**config.mk**
```make
export PLATFORM = sky130hd
export DESIGN_NAME = instr_fetch_flat
export DESIGN_NICKNAME = d
export VERILOG_FILES = /design/src/rtl/instr_fetch_if.sv /design/src/rtl/instr_fetch.sv /design/src/flat_wrapper.sv
export SDC_FILE = /design/constraint.sdc
export NUM_CORES = 1
export LEC_CHECK = 0
export ABC_AREA = 1
export BUFFER_PORTS_ARGS = -buffer_cell sky130_fd_sc_hd__buf_2
export CAP_MARGIN = 15
export CORE_UTILIZATION = 44
export CTS_BUF_LIST = sky130_fd_sc_hd__clkbuf_16
export DETAILED_ROUTE_END_ITERATION = 12
export GPL_ROUTABILITY_DRIVEN = 0
export HOLD_SLACK_MARGIN = 0.05
export PLACE_DENSITY = 0.86
export SETUP_SLACK_MARGIN = 0.2
export SLEW_MARGIN = 20
export SYNTH_ARGS = -nofsm -noshare
export SYNTH_HDL_FRONTEND = slang
export SYNTH_SLANG_ARGS = --single-unit
```
**constraint.sdc**
```tcl
create_clock -name clk -period 1.1 [get_ports clk]
set_input_delay 0.11 -clock clk [delete_from_list [all_inputs] [get_ports clk]]
set_output_delay 0.11 -clock clk [all_outputs]
set_load 0.01 [all_outputs]
```
**src/rtl/instr_fetch_if.sv**
```systemverilog
// Program-memory read bus between the fetch unit (master) and instruction memory (slave).
// The read request is held until the memory returns data with mem_rdy.
interface instr_fetch_if #(
  parameter int DATA_WIDTH = 8,
  parameter int ADDR_WIDTH = 8
);
  logic [ADDR_WIDTH-1:0] mem_addr;
  logic                  mem_rd;
  logic                  mem_rdy;
  logic [DATA_WIDTH-1:0] mem_data;

  modport master (output mem_addr, output mem_rd, input mem_rdy, input mem_data);
  modport slave  (input mem_addr, input mem_rd, output mem_rdy, output mem_data);
endinterface

```
**src/rtl/instr_fetch.sv**
```systemverilog
// Instruction fetch FSM (IDLE/READ/LOAD): fetch_go to LOAD in 2 cycles minimum; waits on mem_rdy.
// Optional FETCH_TIMEOUT_EN macro adds a 4-bit READ-wait watchdog with a sticky fault flag.
module instr_fetch #(
  parameter int                    DATA_WIDTH = 8,
  parameter int                    ADDR_WIDTH = 8,
  parameter logic [ADDR_WIDTH-1:0] RESET_PC   = '0
) (
  input  logic                  clk,
  input  logic                  rst,
  input  logic                  fetch_go,
  input  logic                  jump,
  input  logic [ADDR_WIDTH-1:0] jump_addr,
  input  logic                  flush,
  instr_fetch_if.master         mem,
  output logic [DATA_WIDTH-1:0] busC,
  output logic                  ir_ena,
  output logic                  ir_sclr,
  output logic                  fetch_done,
  output logic [ADDR_WIDTH-1:0] pc,
  output logic                  busy,
  output logic                  fault
);

  typedef enum logic [1:0] {IDLE, READ, LOAD} state_t;

  state_t                state, state_nxt;
  logic [ADDR_WIDTH-1:0] pc_q, pc_nxt;
  logic [ADDR_WIDTH-1:0] addr_q, addr_nxt;
  logic                  rd_q, rd_nxt;
  logic [DATA_WIDTH-1:0] busc_q, busc_nxt;
  logic                  ena_q, ena_nxt;
  logic                  sclr_q, sclr_nxt;
  logic                  done_q, done_nxt;

`ifdef FETCH_TIMEOUT_EN
  logic [3:0] wait_cnt, wait_cnt_nxt;
  logic       fault_q, fault_nxt;
`endif

  always_ff @(posedge clk) begin
    if (rst) begin
      state  <= IDLE;
      pc_q   <= RESET_PC;
      addr_q <= '0;
      rd_q   <= 1'b0;
      busc_q <= '0;
      ena_q  <= 1'b0;
      sclr_q <= 1'b0;
      done_q <= 1'b0;
`ifdef FETCH_TIMEOUT_EN
      wait_cnt <= '0;
      fault_q  <= 1'b0;
`endif
    end else begin
      state  <= state_nxt;
      pc_q   <= pc_nxt;
      addr_q <= addr_nxt;
      rd_q   <= rd_nxt;
      busc_q <= busc_nxt;
      ena_q  <= ena_nxt;
      sclr_q <= sclr_nxt;
      done_q <= done_nxt;
`ifdef FETCH_TIMEOUT_EN
      wait_cnt <= wait_cnt_nxt;
      fault_q  <= fault_nxt;
`endif
    end
  end

  always_comb begin
    state_nxt = state;
    pc_nxt    = pc_q;
    addr_nxt  = addr_q;
    rd_nxt    = rd_q;
    busc_nxt  = busc_q;
    ena_nxt   = 1'b0;
    sclr_nxt  = 1'b0;
    done_nxt  = 1'b0;
`ifdef FETCH_TIMEOUT_EN
    wait_cnt_nxt = wait_cnt;
    fault_nxt    = fault_q;
`endif
    if (flush) begin
      // Abort whatever is in flight and clear the IR; pc is left untouched.
      state_nxt = IDLE;
      rd_nxt    = 1'b0;
      busc_nxt  = '0;
      ena_nxt   = 1'b1;
      sclr_nxt  = 1'b1;
`ifdef FETCH_TIMEOUT_EN
      fault_nxt = 1'b0;
`endif
    end else begin
      case (state)
        IDLE: begin
          if (jump) pc_nxt = jump_addr;
          if (fetch_go) begin
            addr_nxt  = jump ? jump_addr : pc_q;
            rd_nxt    = 1'b1;
            state_nxt = READ;
`ifdef FETCH_TIMEOUT_EN
            wait_cnt_nxt = '0;
`endif
          end
        end
        READ: begin
          if (mem.mem_rdy) begin
            busc_nxt  = mem.mem_data;
            rd_nxt    = 1'b0;
            ena_nxt   = 1'b1;
            done_nxt  = 1'b1;
            state_nxt = LOAD;
`ifdef FETCH_TIMEOUT_EN
          end else if (wait_cnt == 4'd14) begin
            // Fifteenth unanswered cycle: give up and clear the IR.
            wait_cnt_nxt = 4'd15;
            rd_nxt       = 1'b0;
            busc_nxt     = '0;
            ena_nxt      = 1'b1;
            sclr_nxt     = 1'b1;
            fault_nxt    = 1'b1;
            state_nxt    = IDLE;
          end else begin
            wait_cnt_nxt = wait_cnt + 4'd1;
`endif
          end
        end
        LOAD: begin
          pc_nxt    = pc_q + 1'b1;
          state_nxt = IDLE;
        end
        default: state_nxt = IDLE;
      endcase
    end
  end

  assign mem.mem_addr = addr_q;
  assign mem.mem_rd   = rd_q;
  assign busC         = busc_q;
  assign ir_ena       = ena_q;
  assign ir_sclr      = sclr_q;
  assign fetch_done   = done_q;
  assign pc           = pc_q;
  assign busy         = (state != IDLE);
`ifdef FETCH_TIMEOUT_EN
  assign fault = fault_q;
`else
  assign fault = 1'b0;
`endif

endmodule

```
**src/flat_wrapper.sv**
```systemverilog
// flat-port wrapper written by rule: the top's interface ports become plain ports
module instr_fetch_flat 
#(
  parameter int                    DATA_WIDTH = 8,
  parameter int                    ADDR_WIDTH = 8,
  parameter logic [ADDR_WIDTH-1:0] RESET_PC   = '0
)
  (clk, rst, fetch_go, jump, jump_addr, flush, busC, ir_ena, ir_sclr, fetch_done, pc, busy, fault, mem_mem_addr, mem_mem_rd, mem_mem_rdy, mem_mem_data);
  instr_fetch_if #(.DATA_WIDTH(DATA_WIDTH), .ADDR_WIDTH(ADDR_WIDTH)) mem_i ();
  input  logic clk;
  input  logic rst;
  input  logic fetch_go;
  input  logic jump;
  input  logic [ADDR_WIDTH-1:0] jump_addr;
  input  logic flush;
  output logic [DATA_WIDTH-1:0] busC;
  output logic ir_ena;
  output logic ir_sclr;
  output logic fetch_done;
  output logic [ADDR_WIDTH-1:0] pc;
  output logic busy;
  output logic fault;
  output wire logic [$bits(mem_i.mem_addr)-1:0] mem_mem_addr;
  output wire logic [$bits(mem_i.mem_rd)-1:0] mem_mem_rd;
  input wire logic [$bits(mem_i.mem_rdy)-1:0] mem_mem_rdy;
  input wire logic [$bits(mem_i.mem_data)-1:0] mem_mem_data;
  assign mem_mem_addr = mem_i.mem_addr;
  assign mem_mem_rd = mem_i.mem_rd;
  assign mem_i.mem_rdy = mem_mem_rdy;
  assign mem_i.mem_data = mem_mem_data;
  instr_fetch #(.DATA_WIDTH(DATA_WIDTH), .ADDR_WIDTH(ADDR_WIDTH), .RESET_PC(RESET_PC)) u_core (.clk(clk), .rst(rst), .fetch_go(fetch_go), .jump(jump), .jump_addr(jump_addr), .flush(flush), .mem(mem_i), .busC(busC), .ir_ena(ir_ena), .ir_sclr(ir_sclr), .fetch_done(fetch_done), .pc(pc), .busy(busy), .fault(fault));
endmodule
```
==> results of run 1 <==
## area by class of cell
cell class	count	share of cell area, %
clock inverter	3	0.473
multi-input combinational	144	37.6
timing repair buffer	82	23.8
clock buffer	5	5.25
tap	44	2.31
inverter	22	3.99
sequential	30	26.6
## Yosys cell counts
cell,instances,area [sq um]
ha_1,1,12.5
nor2_8,1,20.0
nor2_2,2,12.5
conb_1,1,3.75
nand2_4,2,22.5
a21oi_1,19,95.1
buf_4,4,30.0
nor2_4,5,56.3
inv_1,18,67.6
a21oi_2,1,8.76
mux2_2,1,11.3
nor2_1,18,67.6
o21ai_0,20,100
buf_2,1,5.00
nand3_1,17,85.1
o21ai_1,4,20.0
o21ai_2,1,8.76
dfxtp_1,30,601
nand2_1,49,184
inv_2,4,15.0
buf_6,2,22.5
## cells in the final DEF (no fill, tap or decap), drive strengths merged
master and n:
dfxtp 30, conb 1, a21oi 20, dlygate4sd3 8, inv 22, nand2 52
buf 74, nor2 27, clkinv 3, mux2 1, nand3 17, o21ai 25
clkbuf 5, ha 1
## flip-flops by register name, indices dropped and copies added, names as in the netlist
register and count:
u_core.busC 8, u_core.fetch_done 1, u_core.ir_ena 1, u_core.ir_sclr 1
u_core.mem.mem_addr 8, u_core.mem.mem_rd 1, u_core.pc 8, u_core.state 2
## final timing paths
check / from / end / depth (start not counted)
max: u_core.state[1]$_SDFFE_PP0P_ / u_core.mem.mem_addr[7]$_SDFFE_PP0P_ / 5
min: rst / u_core.pc[7]$_SDFFE_PP0P_ / 2
max reg2reg: u_core.state[1]$_SDFFE_PP0P_ / u_core.mem.mem_addr[7]$_SDFFE_PP0P_ / 5
min reg2reg: u_core.busC[3]$_SDFFE_PP0P_ / u_core.busC[3]$_SDFFE_PP0P_ / 2
## stage by stage
| step | std cells | setup TNS [ps] | cell area, sq um | utilization [%] | power [mW] |
|---|---|---|---|---|---|
| CTS | 322 | 0 | 2230 | 72.4 | 2.91 |
| global route | 330 | -1200 | 2380 | 77.4 | 3.09 |
| global placement | 301 | 0 | 1870 | 60.9 | 1.59 |
| finish | 330 | -155 | 2380 | 77.4 | 2.97 |
| floorplan | 201 | 0 | 1530 | - | 1.44 |
| detailed placement | 301 | -104 | 1870 | 60.9 | 1.59 |
## power by group
part	internal, mW	switching (mW)
registers	1.14	0.0504
logic	0.240	0.273
clock network	0.811	0.456
## routing by layer
layer	routed length [microns]	global-route usage, %
met5	0	0
met4	106	10.2
met3	294	6.55
met2	2320	49.4
met1	1660	27.0
## cell families after synthesis
family                     Yosys count  share of synthesized area [%]
and+or+nand+nor                     94                           30.9
AOI/OAI and AO/OA                   45                           16.1
DFF                                 30                           41.5
buffers and inverters               29                           9.67
muxes                                1                          0.777
adders and majority gates            1                          0.863
other                                1                          0.259
## what timing repair did
item                                   CTS  global route
pin swaps                                7            10
buffers inserted                         3             8
hold buffers                             8             0
cloned                                   2             0
setup endpoints to repair               33            39
endpoints found under the hold margin    8             0
resized for setup                       22            35
==> results.cfg, run 1 <==
[die]
die_h_microns = 59.4
die_w_microns = 59.4
initial_core_util_pct = 47.1
core_sq_um = 3080
dieArea_sq_um = 3530
pin_count = 52
fp-row-count = 20

[global_route]
grt_max_degree = 16
grt_usage_pct = 26.1
antenna_found_initial = 0
grt_pass1_wl_mm = 6.73
first_global_vias = 1553
grt.overflow.total = 0

[sta]
period_share_pct = 104
fin_skew_ps = 7.09
finalHoldViolCount = 0
fmax_mhz = 876
setup_viol = 9
setup_ws_ps = -41.0
holdWs_ps = 123
maxSlewViolCount = 0
min_period_ps = 1140
grt_setup_unrepaired = true

[routing]
via_per_inst = 4.98
drtPass1Iterations = 4
ant_nets = 0
num_vias = 1642
totalWireLength_mm = 4.38
wl_per_cell_microns = 13.3
drc = 0
drt-initial-drc-count = 82

[power]
power_leakage_nw = 1.14
ir_drop_uv = 843
powerDensity_nw_per_um2 = 1250

[setup_path]
worstSetupPathType = flop to flop
max_stage_delay_ps = 380
cp_max_fo = 10
critical_path.slowest_cell = dfxtp_4
end_kind = flop
rrSetupSlack_ps = -40
critical_path.top_delay_family = flip-flops
cp.buffers_inverters = 1
start_kind = flop
crit_chain = buf_4 -> nor2_4 -> nand2_8 -> o21ai_2 -> nor2_1
arrival_ps = 1300
required_ps = 1260

[clock_tree]
cts_tree = built
path_clk_slew_ps = 50
clk-insertion-delay-late_ps = 280
clock-sinks = 30
htree_levels = 2
cts_buffers = 5
cts_buffer_depth = 2
cts_root_buffer = clkbuf_16

[finish]
n_fill_cell = 226
final_layout_size_suffix_gt1_share_pct = 50.3
multi_input_area_sq_um = 895
regArea_sq_um = 633
antenna_cells = 0
area_delta_synth_final_pct = 64.4
num-nets-final = 308

[logic_synthesis]
yosysUniqueCellTypes = 21
syn-num-nets = 224
netlist_area_sq_um = 1450
ys_warn_count = 0
ys_seq_elements = 30
netlist_instances = 201
postSynthAreaPerCell_sq_um = 7.21
ys_seq_area_share_pct = 41.5

[place]
dp_hpwl_mm = 2.62
pre_cts_slack_ps = -22.7
io_buffers = 50

[run_status]
violations = setup timing
status = finished, violations left

[min_path]
hold_path.class = primary input to flop

[job]
drv_cap = 0
(Power assumes the default switching activity.)
==> run 2, diff against run 1 <==
--- a/config.mk
+++ b/config.mk
@@ -17,3 +17,2 @@
 export SETUP_SLACK_MARGIN = 0.2
-export SLEW_MARGIN = 20
 export SYNTH_ARGS = -nofsm -noshare
==> constraint.sdc (replaced) <==
create_clock -name clk -period 1.1 [get_ports clk]
set_input_delay 0.055 -clock clk [delete_from_list [all_inputs] [get_ports clk]]
set_output_delay 0.055 -clock clk [all_outputs]
set_load 0.01 [all_outputs]
==> results.cfg, run 2 (synthesized netlist as in run 1, its figures left out) <==
[sta]
grt_setup_unrepaired = true
period_share_pct = 105
setup_ws_ps = -50.6
fmax_mhz = 869
maxSlewViolCount = 0
setup_viol = 7
min_period_ps = 1150
finalHoldViolCount = 0
fin_skew_ps = 5.34

[clock_tree]
clock-sinks = 30
cts_root_buffer = clkbuf_16
path_clk_slew_ps = 50
clk-insertion-delay-late_ps = 270
htree_levels = 2
cts_buffer_depth = 2
cts_buffers = 5
cts_tree = built

[routing]
highest_layer = met4
ant_nets = 0
num_vias = 1598
dr_wl_met2_mm = 2.26
via_per_inst = 4.92
totalWireLength_mm = 4.26
drtPass1Iterations = 4
wl_per_cell_microns = 13.1
drc = 0
met3_length_microns = 238
drt-initial-drc-count = 123
wl_met1_mm = 1.72

[finish]
multi_input_area_sq_um = 912
final_cell_mix = 49 x buf_2, 41 x nand2_1, 23 x dfxtp_1, 17 x inv_1, 15 x nor2_1
mostFrequentLayoutCell = buf_2
regArea_sq_um = 622
antenna_cells = 0
area_delta_synth_final_pct = 61.1
num-nets-final = 304
final_layout_size_suffix_gt1_share_pct = 48.0
final_cell_area_sq_um = 2330
n_fill_cell = 240
final_util_pct = 75.8

[job]
drv_cap = 0

[setup_path]
end_kind = flop
cp_max_fo = 5
worstSetupPathType = flop to flop
crit_chain = buf_6 -> nor2_4 -> nand2_4 -> a21oi_2 -> nor2_1
arrival_ps = 1310
r2r_cells = 5
rrSetupSlack_ps = -50
cp.depth = 5
critical_path.top_delay_family = simple AND/OR/NAND/NOR gates
start_kind = flop
required_ps = 1250
critical_path.slowest_cell = dfxtp_4
cp.buffers_inverters = 1
max_stage_delay_ps = 370

[power]
power_leakage_nw = 1.13
ir_drop_uv = 890
finalPower_mw = 2.95
powerDensity_nw_per_um2 = 1270

[global_route]
grt.overflow.total = 0
first_global_vias = 1517
grt_max_degree = 16
grt_usage_pct = 25.4
antenna_found_initial = 0
grt_pass1_wl_mm = 6.56

[die]
dieArea_sq_um = 3530
core_sq_um = 3080
fp-row-count = 20
die_h_microns = 59.4
pin_count = 52
initial_core_util_pct = 47.1
die_w_microns = 59.4

[place]
dp_hpwl_mm = 2.64
io_buffers = 50
place_area_sq_um = 1870

[run_status]
status = finished, violations left
violations = setup timing

[min_path]
holdPathStages = 2
hold_path.class = primary input to flop
## run 2: cell types whose count changed in the layout (fill, tap and decap cells not counted), sizes merged
cell    delta
buf        -5
clkinv     -2
nand2      +1
inv        +1
## run 2: path summary, 6_finish.rpt
check,from,to
worst max-delay path,u_core.state[1]$_SDFFE_PP0P_,u_core.mem.mem_addr[4]$_SDFFE_PP0P_
worst min-delay path,rst,u_core.ir_ena$_SDFF_PP0_
worst max register to register,u_core.state[1]$_SDFFE_PP0P_,u_core.mem.mem_addr[4]$_SDFFE_PP0P_
worst min register to register,u_core.mem.mem_addr[0]$_SDFFE_PP0P_,u_core.mem.mem_addr[0]$_SDFFE_PP0P_
## run 2: per-layer routing
metal,global-route usage [%],vias up
li1,-,808
met1,26.9,732
met2,47.5,52
met3,7.64,6
met4,7.82,0
met5,0,-
## run 2: per-stage QoR
step,hold WS [ps],cells,setup TNS (ps),worst slack [ps]
after floorplan,158,201,0,51.1
after global placement,243,300,0,12.1
after detailed placement,251,300,0,2.75
after CTS,78.2,320,0,5.71
after global routing,91.0,325,-1200,-96.2
final,82.6,325,-159,-50.6
## run 2: area by class of cell
| class | instances | area share [%] |
|---|---|---|
| timing repair buffer | 77 | 22.4 |
| multi-input combinational | 145 | 39.1 |
| clock inverter | 2 | 0.322 |
| sequential | 30 | 26.6 |
| tap | 44 | 2.36 |
| clock buffer | 5 | 5.36 |
| inverter | 22 | 3.86 |
## run 2: what timing repair did
action / 4_1_cts / 5_1_grt
endpoints found under the setup margin: 29 / 33
buffers inserted: 3 / 4
pin swaps: 8 / 15
gates cloned: 2 / 1
hold buffers: 8 / 0
endpoints found under the hold margin: 8 / 0
resized for setup: 17 / 30
## run 2: power by group
part           internal [mW]  switching (mW)
clock                  0.806           0.453
combinational          0.231           0.277
sequential              1.14          0.0500
==> run 3, diff against run 2 <==
Settings changed: ABC_CLOCK_PERIOD_IN_PS set to 1100, SKIP_LAST_GASP set to 1.
==> results.cfg, run 3 (synthesized netlist as in run 1, its figures left out) <==
[min_path]
holdPathStages = 2
hold_path_end = u_core.ir_ena$_SDFF_PP0_
hold_path.class = primary input to flop
hp-start = rst

[setup_path]
start_kind = flop
reg2reg_to = u_core.mem.mem_addr[4]$_SDFFE_PP0P_
arrival_ps = 1300
worstSetupPathType = flop to flop
r2r_cells = 5
required_ps = 1250
cp_max_fo = 5
end_kind = flop
rrSetupSlack_ps = -50
r2r-start = u_core.state[1]$_SDFFE_PP0P_

[power]
powerDensity_nw_per_um2 = 1270
ir_drop_uv = 890
power_leakage_nw = 1.13
finalPower_mw = 2.95

[clock_tree]
path_clk_slew_ps = 50
cts_root_buffer = clkbuf_16
clock-sinks = 30
cts_buffer_depth = 2
cts_buffers = 5
htree_levels = 2
clk-insertion-delay-late_ps = 270
cts_tree = built

[finish]
final_cell_mix = 49 x buf_2, 41 x nand2_1, 23 x dfxtp_1, 17 x inv_1, 15 x nor2_1
n_fill_cell = 240
mostFrequentLayoutCell = buf_2
area_delta_synth_final_pct = 60.8
final_cell_area_sq_um = 2330
final_layout_size_suffix_gt1_share_pct = 48.0
num-nets-final = 304
antenna_cells = 0

[sta]
grt_setup_unrepaired = true
fin_skew_ps = 5.79
setup_ws_ps = -49.4
fmax_mhz = 870
period_share_pct = 104
holdWs_ps = 81.6
finalHoldViolCount = 0
setup_viol = 6
maxSlewViolCount = 0
min_period_ps = 1150

[global_route]
first_global_vias = 1517
grt_pass1_wl_mm = 6.56
grt_usage_pct = 25.4
antenna_found_initial = 0
grt.overflow.total = 0
grt_max_degree = 16

[place]
io_buffers = 50
pre_cts_slack_ps = 2.75
place_area_sq_um = 1870
dp_hpwl_mm = 2.64

[die]
fp-row-count = 20
die_w_microns = 59.4
pin_count = 52
die_h_microns = 59.4
dieArea_sq_um = 3530
core_sq_um = 3080
initial_core_util_pct = 47.1

[routing]
totalWireLength_mm = 4.26
drc = 0
drt-initial-drc-count = 92
drtPass1Iterations = 4
wl_per_cell_microns = 13.1
via_per_inst = 4.94
num_vias = 1607
ant_nets = 0

[run_status]
violations = setup timing
status = finished, violations left

[job]
drv_cap = 0
-- run 3: cell counts in the layout (fill, tap and decap cells not counted) --
Identical to the previous run, type by type.
-- run 3: cell type report --
| class | instances | area [sq um] | share of cell area [%] |
|---|---|---|---|
| clock buffers | 5 | 125 | 5.37 |
| inverters | 22 | 90.1 | 3.87 |
| repair buffers | 77 | 518 | 22.2 |
| clock inverters | 2 | 7.51 | 0.322 |
| flip-flops and latches | 30 | 622 | 26.7 |
| well taps | 44 | 55.1 | 2.36 |
| multi-input cells | 145 | 912 | 39.2 |
-- run 3: where the power goes --
group	total, mW	switching [mW]	internal, mW
combinational	0.506	0.277	0.229
clock	1.26	0.454	0.806
sequential	1.19	0.0494	1.14
-- run 3: critical path, stage by stage, from the launching register on --
cell and delay [ps]:
dfxtp_4 370, buf_6 120, nor2_4 230, nand2_4 130
a21oi_2 130, nor2_1 40
-- run 3: timing repair --
item,4_1_cts,5_1_grt
pin swaps,8,15
hold endpoints to repair,8,0
buffers inserted,3,4
cloned,2,1
hold buffers,8,0
gates resized for setup,17,27
setup endpoints to repair,29,33
-- run 3: stage by stage --
| step | setup TNS, ps | cells | util [%] |
|---|---|---|---|
| floorplan | 0 | 201 | - |
| global placement | 0 | 300 | 60.7 |
| detailed placement | 0 | 300 | 60.7 |
| CTS | 0 | 320 | 71.3 |
| global route | -1260 | 325 | 75.7 |
| finish | -146 | 325 | 75.7 |
-- run 3: worst max path at each step --
stage,endpoint,start,slack (ps)
6_report,u_core.mem.mem_addr[4]$_SDFFE_PP0P_,u_core.state[1]$_SDFFE_PP0P_,-50
5_1_grt,u_core.pc[4]$_SDFFE_PP0P_,u_core.pc[1]$_SDFFE_PP0P_,-100
2_1_floorplan,u_core.pc[4]$_SDFFE_PP0P_,u_core.pc[0]$_SDFFE_PP0P_,50
3_3_place_gp,u_core.mem.mem_addr[7]$_SDFFE_PP0P_,u_core.state[0]$_SDFFE_PP0P_,10
4_1_cts,u_core.pc[4]$_SDFFE_PP0P_,u_core.pc[1]$_SDFFE_PP0P_,6
3_5_place_dp,u_core.mem.mem_addr[5]$_SDFFE_PP0P_,u_core.state[0]$_SDFFE_PP0P_,3
-- run 3: layer usage --
layer  share of wire (%)  global-route usage [%]
met5                   0                       0
met4                 1.1                    7.82
met1                  39                    26.9
met3                 6.7                    7.64
met2                  53                    47.5
